### src/rtl/video_sig_gen_if.sv
// rtl/video_sig_gen_if.sv - raster timing bundle shared by the generator and its consumers
interface video_sig_gen_if;
   logic [10:0] hcount_out;
   logic [9:0]  vcount_out;
   logic        hs_out;
   logic        vs_out;
   logic        ad_out;
   logic        nf_out;
   logic [5:0]  fc_out;

   modport master (
      output hcount_out, vcount_out, hs_out, vs_out, ad_out, nf_out, fc_out
   );

   modport slave (
      input hcount_out, vcount_out, hs_out, vs_out, ad_out, nf_out, fc_out
   );
endinterface

### src/rtl/video_sig_gen.sv
// rtl/video_sig_gen.sv - raster timing generator: coordinates, syncs, active draw, frame strobe/count
module video_sig_gen #(
   parameter int ACTIVE_H = 1280,
   parameter int H_FRONT  = 110,
   parameter int H_SYNC   = 40,
   parameter int H_BACK   = 220,
   parameter int ACTIVE_V = 720,
   parameter int V_FRONT  = 5,
   parameter int V_SYNC   = 5,
   parameter int V_BACK   = 20,
   parameter int FPS      = 60
) (
   input  logic              clk_in,
   input  logic              rst_n_in,
   video_sig_gen_if.master   vid
);
   localparam int H_TOTAL  = ACTIVE_H + H_FRONT + H_SYNC + H_BACK;
   localparam int V_TOTAL  = ACTIVE_V + V_FRONT + V_SYNC + V_BACK;
   localparam int HS_START = ACTIVE_H + H_FRONT;
   localparam int HS_END   = HS_START + H_SYNC;
   localparam int VS_START = ACTIVE_V + V_FRONT;
   localparam int VS_END   = VS_START + V_SYNC;

   typedef enum logic {IDLE, RUN} state_t;
   state_t state;

   logic [10:0] h_nxt;
   logic [9:0]  v_nxt;
   logic        nf_nxt;

   // Every registered output is derived from the coordinate being loaded,
   // so all of them describe the same pixel in a given cycle.
   always_comb begin
      h_nxt  = '0;
      v_nxt  = '0;
      nf_nxt = 1'b0;
      if (state == RUN) begin
         if (vid.hcount_out == 11'(H_TOTAL - 1)) begin
            h_nxt = '0;
            if (vid.vcount_out == 10'(V_TOTAL - 1))
               v_nxt = '0;
            else
               v_nxt = vid.vcount_out + 10'd1;
         end else begin
            h_nxt = vid.hcount_out + 11'd1;
            v_nxt = vid.vcount_out;
         end
         nf_nxt = (h_nxt == 11'(ACTIVE_H)) && (v_nxt == 10'(ACTIVE_V));
      end
   end

   always_ff @(posedge clk_in or negedge rst_n_in) begin
      if (!rst_n_in) begin
         state          <= IDLE;
         vid.hcount_out <= '0;
         vid.vcount_out <= '0;
         vid.hs_out     <= 1'b0;
         vid.vs_out     <= 1'b0;
         vid.ad_out     <= 1'b0;
         vid.nf_out     <= 1'b0;
         vid.fc_out     <= '0;
      end else begin
         state          <= RUN;
         vid.hcount_out <= h_nxt;
         vid.vcount_out <= v_nxt;
         vid.ad_out     <= (h_nxt < 11'(ACTIVE_H)) && (v_nxt < 10'(ACTIVE_V));
         vid.hs_out     <= (h_nxt >= 11'(HS_START)) && (h_nxt < 11'(HS_END));
         vid.vs_out     <= (v_nxt >= 10'(VS_START)) && (v_nxt < 10'(VS_END));
         vid.nf_out     <= nf_nxt;
         if (nf_nxt)
            vid.fc_out <= (vid.fc_out == 6'(FPS - 1)) ? 6'd0 : vid.fc_out + 6'd1;
      end
   end
endmodule

### src/flat_wrapper.sv
// flat-port wrapper written by rule: the top's interface ports become plain ports
module video_sig_gen_flat 
#(
   parameter int ACTIVE_H = 1280,
   parameter int H_FRONT  = 110,
   parameter int H_SYNC   = 40,
   parameter int H_BACK   = 220,
   parameter int ACTIVE_V = 720,
   parameter int V_FRONT  = 5,
   parameter int V_SYNC   = 5,
   parameter int V_BACK   = 20,
   parameter int FPS      = 60
)
  (clk_in, rst_n_in, vid_hcount_out, vid_vcount_out, vid_hs_out, vid_vs_out, vid_ad_out, vid_nf_out, vid_fc_out);
  video_sig_gen_if vid_i ();
  input  logic clk_in;
  input  logic rst_n_in;
  output wire logic [$bits(vid_i.hcount_out)-1:0] vid_hcount_out;
  output wire logic [$bits(vid_i.vcount_out)-1:0] vid_vcount_out;
  output wire logic [$bits(vid_i.hs_out)-1:0] vid_hs_out;
  output wire logic [$bits(vid_i.vs_out)-1:0] vid_vs_out;
  output wire logic [$bits(vid_i.ad_out)-1:0] vid_ad_out;
  output wire logic [$bits(vid_i.nf_out)-1:0] vid_nf_out;
  output wire logic [$bits(vid_i.fc_out)-1:0] vid_fc_out;
  assign vid_hcount_out = vid_i.hcount_out;
  assign vid_vcount_out = vid_i.vcount_out;
  assign vid_hs_out = vid_i.hs_out;
  assign vid_vs_out = vid_i.vs_out;
  assign vid_ad_out = vid_i.ad_out;
  assign vid_nf_out = vid_i.nf_out;
  assign vid_fc_out = vid_i.fc_out;
  video_sig_gen #(.ACTIVE_H(ACTIVE_H), .H_FRONT(H_FRONT), .H_SYNC(H_SYNC), .H_BACK(H_BACK), .ACTIVE_V(ACTIVE_V), .V_FRONT(V_FRONT), .V_SYNC(V_SYNC), .V_BACK(V_BACK), .FPS(FPS)) u_core (.clk_in(clk_in), .rst_n_in(rst_n_in), .vid(vid_i));
endmodule
### config.mk
export PLATFORM = sky130hd
export DESIGN_NAME = video_sig_gen_flat
export DESIGN_NICKNAME = d
export VERILOG_FILES = /design/src/rtl/video_sig_gen_if.sv /design/src/rtl/video_sig_gen.sv /design/src/flat_wrapper.sv
export SDC_FILE = /design/constraint.sdc
export NUM_CORES = 1
export LEC_CHECK = 0
export BUFFER_PORTS_ARGS = -buffer_cell sky130_fd_sc_hd__buf_2
export CORE_MARGIN = 3
export CORE_UTILIZATION = 50
export CTS_CLUSTER_SIZE = 28
export DETAILED_ROUTE_END_ITERATION = 6
export PLACE_DENSITY = 0.76
export SLEW_MARGIN = 15
export SYNTH_ARGS = -nofsm -noshare
export SYNTH_HDL_FRONTEND = slang
export SYNTH_SLANG_ARGS = --single-unit
### constraint.sdc
create_clock -name clk_in -period 2.4 [get_ports clk_in]
set_input_delay 0.72 -clock clk_in [delete_from_list [all_inputs] [get_ports clk_in]]
set_output_delay 0.72 -clock clk_in [all_outputs]
set_load 0.01 [all_outputs]
==> run_results.csv <==
group,metric,value,unit
logic_synthesis,synth_area,2010,um2
floorplanning,core_area,3770,um2
logic_synthesis,synthTopCellsByArea,"dfrtp_1 (40%), xnor2_1 (3.9%), nor2_1 (3.7%), ha_1 (3.1%), nand4_1 (2.8%)",
cells_and_area,area.growth.synth_to_final,41.3,%
timing,slew_headroom,51.3,%
logic_synthesis,synth_compound_area_share,16.1,%
drt,wl_per_cell,16.4,um
critical_path,end_kind,"flip-flop",
timing,worst_slew_pin_slew,0.731,ns
clock_tree,cts_tree,"yes",
logic_synthesis,synth_edf_count,0,
global_route,grt_pass1_vias,1980,
power,p_leak,1.30,nW
logic_synthesis,synth-xor-area-share,5.22,%
run_status,violations,"setup timing",
place,dpl.cell_count,337,
logic_synthesis,muxShareOfSynthArea,2.55,%
floorplanning,die_area,4830,um2
timing,finalSetupTns,-0.202,ns
drt,drc,0,
timing,timing.final.crit_share,103,%
timing,skew,0.00786,ns
clock_tree,postCtsHoldBufs,0,
global_route,grtUsageMet1,31.0,%
logic_synthesis,yosysWarningCount,0,
place,io_buffers,32,
clock_tree,clock_latency,0.30,ns
drt,postRouteAntennaNets,0,
logic_synthesis,synth-simple-area-share,28.6,%
clock_tree,cts_made_buffers,5,
place,place_ws,-0.112,ns
logic_synthesis,syn_inst,215,
cells_and_area,layoutNonFillerInstCount,351,
floorplanning,io_pins,33,
clock_tree,root_buffer,"clkbuf_8",
global_route,grtUsageMet3,5.07,%
global_route,grt.overflow.total,0,
run,maxCapViolations,0,
min_path,worst_hold_path_type,"primary input to asynchronous set/reset pin",
clock_tree,clock_path_buffers,2,
logic_synthesis,synth_fp_nets,222,
floorplanning,die_height,69.5,um
global_route,antenna_found_initial,0,
clock_tree,cts.clk_slew.worst_paths,0.08,ns
logic_synthesis,postSynthAreaPerCell,9.37,um2
logic_synthesis,synth_top_area_cell,"dfrtp_1",
logic_synthesis,synth-seq-cells,32,
logic_synthesis,yosysSeqAreaShare,39.8,%
logic_synthesis,async_reset_ff_share,100,%
clock_tree,cts.htree.levels,2,
drt,vias,2027,
critical_path,critPathLaunchType,"flip-flop",
place,finalWeightedCongestion,0.894,
timing,hold_violations,0,
drt,viasPerCell,5.77,
logic_synthesis,synth_ff_type,"dfrtp_1",
clock_tree,cts.sinks,32,
timing,drv_slew,0,
logic_synthesis,synth_top_area_share,39.8,%
timing,rsz0062_at_grt,"true",
timing,max_freq,406,MHz
global_route,top_usage_layer,"met2",
drt,first_pass_iters,4,
critical_path,critical_path_required,2.59,ns
power,p_per_area,370,nW/um2
timing,fin_crit,2.47,ns
power,peakVddDrop,0.000256,V
global_route,met2_usage,38.7,%
cells_and_area,fin_util,75.5,%
critical_path,slowest_delay,0.53,ns
critical_path,arrival,2.65,ns
cells_and_area,drive_gt1_share,46.2,%
critical_path,path_cells,"ha_2, nand3_2, or4_1, a21oi_2, o21ai_2, or3_4, clkinv_4, mux2_4",
place,hpwlAfterDp,4060,um
critical_path,worst_path_max_delay_cell,"or4_1",
cells_and_area,nets,309,
critical_path,path_class,"flip-flop to flip-flop",
logic_synthesis,synth_top_family_by_area,"simple AND/OR/NAND/NOR gates",
logic_synthesis,synth_adder_area_share,3.11,%
critical_path,path_max_fanout,4,
cells_and_area,n_antenna_cell,0,
timing,setup_viol_count_final,4,
logic_synthesis,ys_types,56,
floorplanning,start_util,53.4,%
drt,dr.first_iter.drc_count,176,
floorplanning,die_w,69.5,um
timing,fin_ws,-0.0660,ns
global_route,grt_pass1_wl,9320,um
global_route,grt_max_degree,33,
run_status,run_status,"complete, but fails checks",
global_route,track_usage,24.0,%
floorplanning,fp-row-count,22,
critical_path,path_buf_inv,1,
critical_path,crit_family,"simple AND/OR/NAND/NOR gates",
drt,routed_wl,5770,um
-- power by group --
group / switching [mW] / internal (mW) / total [mW]
clock network: 0.227 / 0.205 / 0.433
logic: 0.0391 / 0.0291 / 0.0682
registers: 0.00757 / 0.545 / 0.552
-- metrics by stage --
stage                     power, mW  hold WS (ns)  area [um2]
final                          1.05         0.484        2850
after global routing           1.09         0.522        2850
after CTS                      1.06         0.501        2740
after detailed placement      0.627         0.592        2610
after global placement        0.626         0.583        2610
after floorplan               0.591         0.424        2060
-- cell usage after synthesis, types with 2 or more instances --
| cell | count |
|---|---|
| nor3_1 | 9 |
| nand2b_1 | 2 |
| a31oi_1 | 4 |
| nor4_1 | 5 |
| nand2_1 | 13 |
| ha_1 | 5 |
| mux2_4 | 2 |
| nand3_1 | 11 |
| or4b_1 | 2 |
| inv_1 | 8 |
| buf_6 | 2 |
| o31ai_1 | 4 |
| nor2_1 | 20 |
| xnor2_1 | 9 |
| and3_1 | 4 |
| o211ai_1 | 3 |
| o41ai_1 | 2 |
| a211oi_1 | 4 |
| clkbuf_1 | 3 |
| a21oi_1 | 10 |
| o21ai_1 | 2 |
| o21ai_0 | 8 |
| xor2_1 | 3 |
| nand4_1 | 9 |
| a21o_1 | 2 |
| buf_2 | 3 |
| and4_1 | 2 |
| dfrtp_1 | 32 |
| or3_1 | 5 |
-- cells in the final DEF (no fill, tap or decap), drive strengths merged, types with 6 or more instances in the layout --
cell	n
nand2	13
xnor2	9
nor3	10
inv	8
nand3	12
nor2	20
a21oi	11
nand4	9
buf	89
or3	6
o21ai	10
dfrtp	32
-- area by class of cell --
class	instances	area (um2)
clock inverter	3	23.8
timing repair buffer	89	588
clock buffer	5	68.8
inverter	9	38.8
multi-input combinational	165	1260
fill	274	925
sequential	32	808
tap	48	60.1
-- worst register-to-register path: cells and delay by family, from the launching register on --
kind,cells,cell delay (ns)
fa+ha+maj,1,0.23
flops,1,0.41
simple gates,3,1.04
compound gates,2,0.32
mux,1,0.29
buf+inv,1,0.07
-- repair_timing --
action,CTS,global route
setup endpoints to repair,7,8
pin swaps,4,6
resized for setup,9,17
setup buffers,1,5
-- cell families (layout without fill, tap and decap cells) --
logic type | Yosys count | in the layout
AO/OA/AOI/OAI | 45 | 45
AND/OR/NAND/NOR | 98 | 98
adder cells (fa/ha/maj) | 5 | 5
flip-flops | 32 | 32
buffers and inverters | 18 | 106
XOR/XNOR | 12 | 12
multiplexers | 4 | 4
other | 1 | 1
-- per-layer routing --
| metal | wire, um | vias up |
|---|---|---|
| met2 | 2790 | 55 |
| met3 | 308 | 15 |
| met5 | 0 | - |
| met4 | 168 | 0 |
| met1 | 2500 | 985 |
| li1 | - | 972 |
-- path summary, 6_finish.rpt --
path / from / endpoint / slack (ns) / depth (start not counted)
setup / recovery: u_core.vid.hcount_out[0] / u_core.vid.fc_out[0] / -0.07 / 8
hold / removal: rst_n_in / u_core.vid.vcount_out[7] / 0.48 / 1
setup reg to reg: u_core.vid.hcount_out[0] / u_core.vid.fc_out[0] / -0.07 / 8
hold reg to reg: u_core.vid.fc_out[1] / u_core.vid.fc_out[1] / 0.61 / 1
max in group asynchronous: rst_n_in / u_core.vid.hcount_out[1] / 1.41 / 1
min in group clk_in: u_core.vid.fc_out[1] / u_core.vid.fc_out[1] / 0.61 / 1
-- state kept, by name, indices dropped and copies added, names as in the netlist --
| signal | flops |
|---|---|
| u_core.state | 1 |
| u_core.vid.ad_out | 1 |
| u_core.vid.fc_out | 6 |
| u_core.vid.hcount_out | 11 |
| u_core.vid.hs_out | 1 |
| u_core.vid.nf_out | 1 |
| u_core.vid.vcount_out | 10 |
| u_core.vid.vs_out | 1 |
Note: power is estimated with default switching activity, not from simulation.
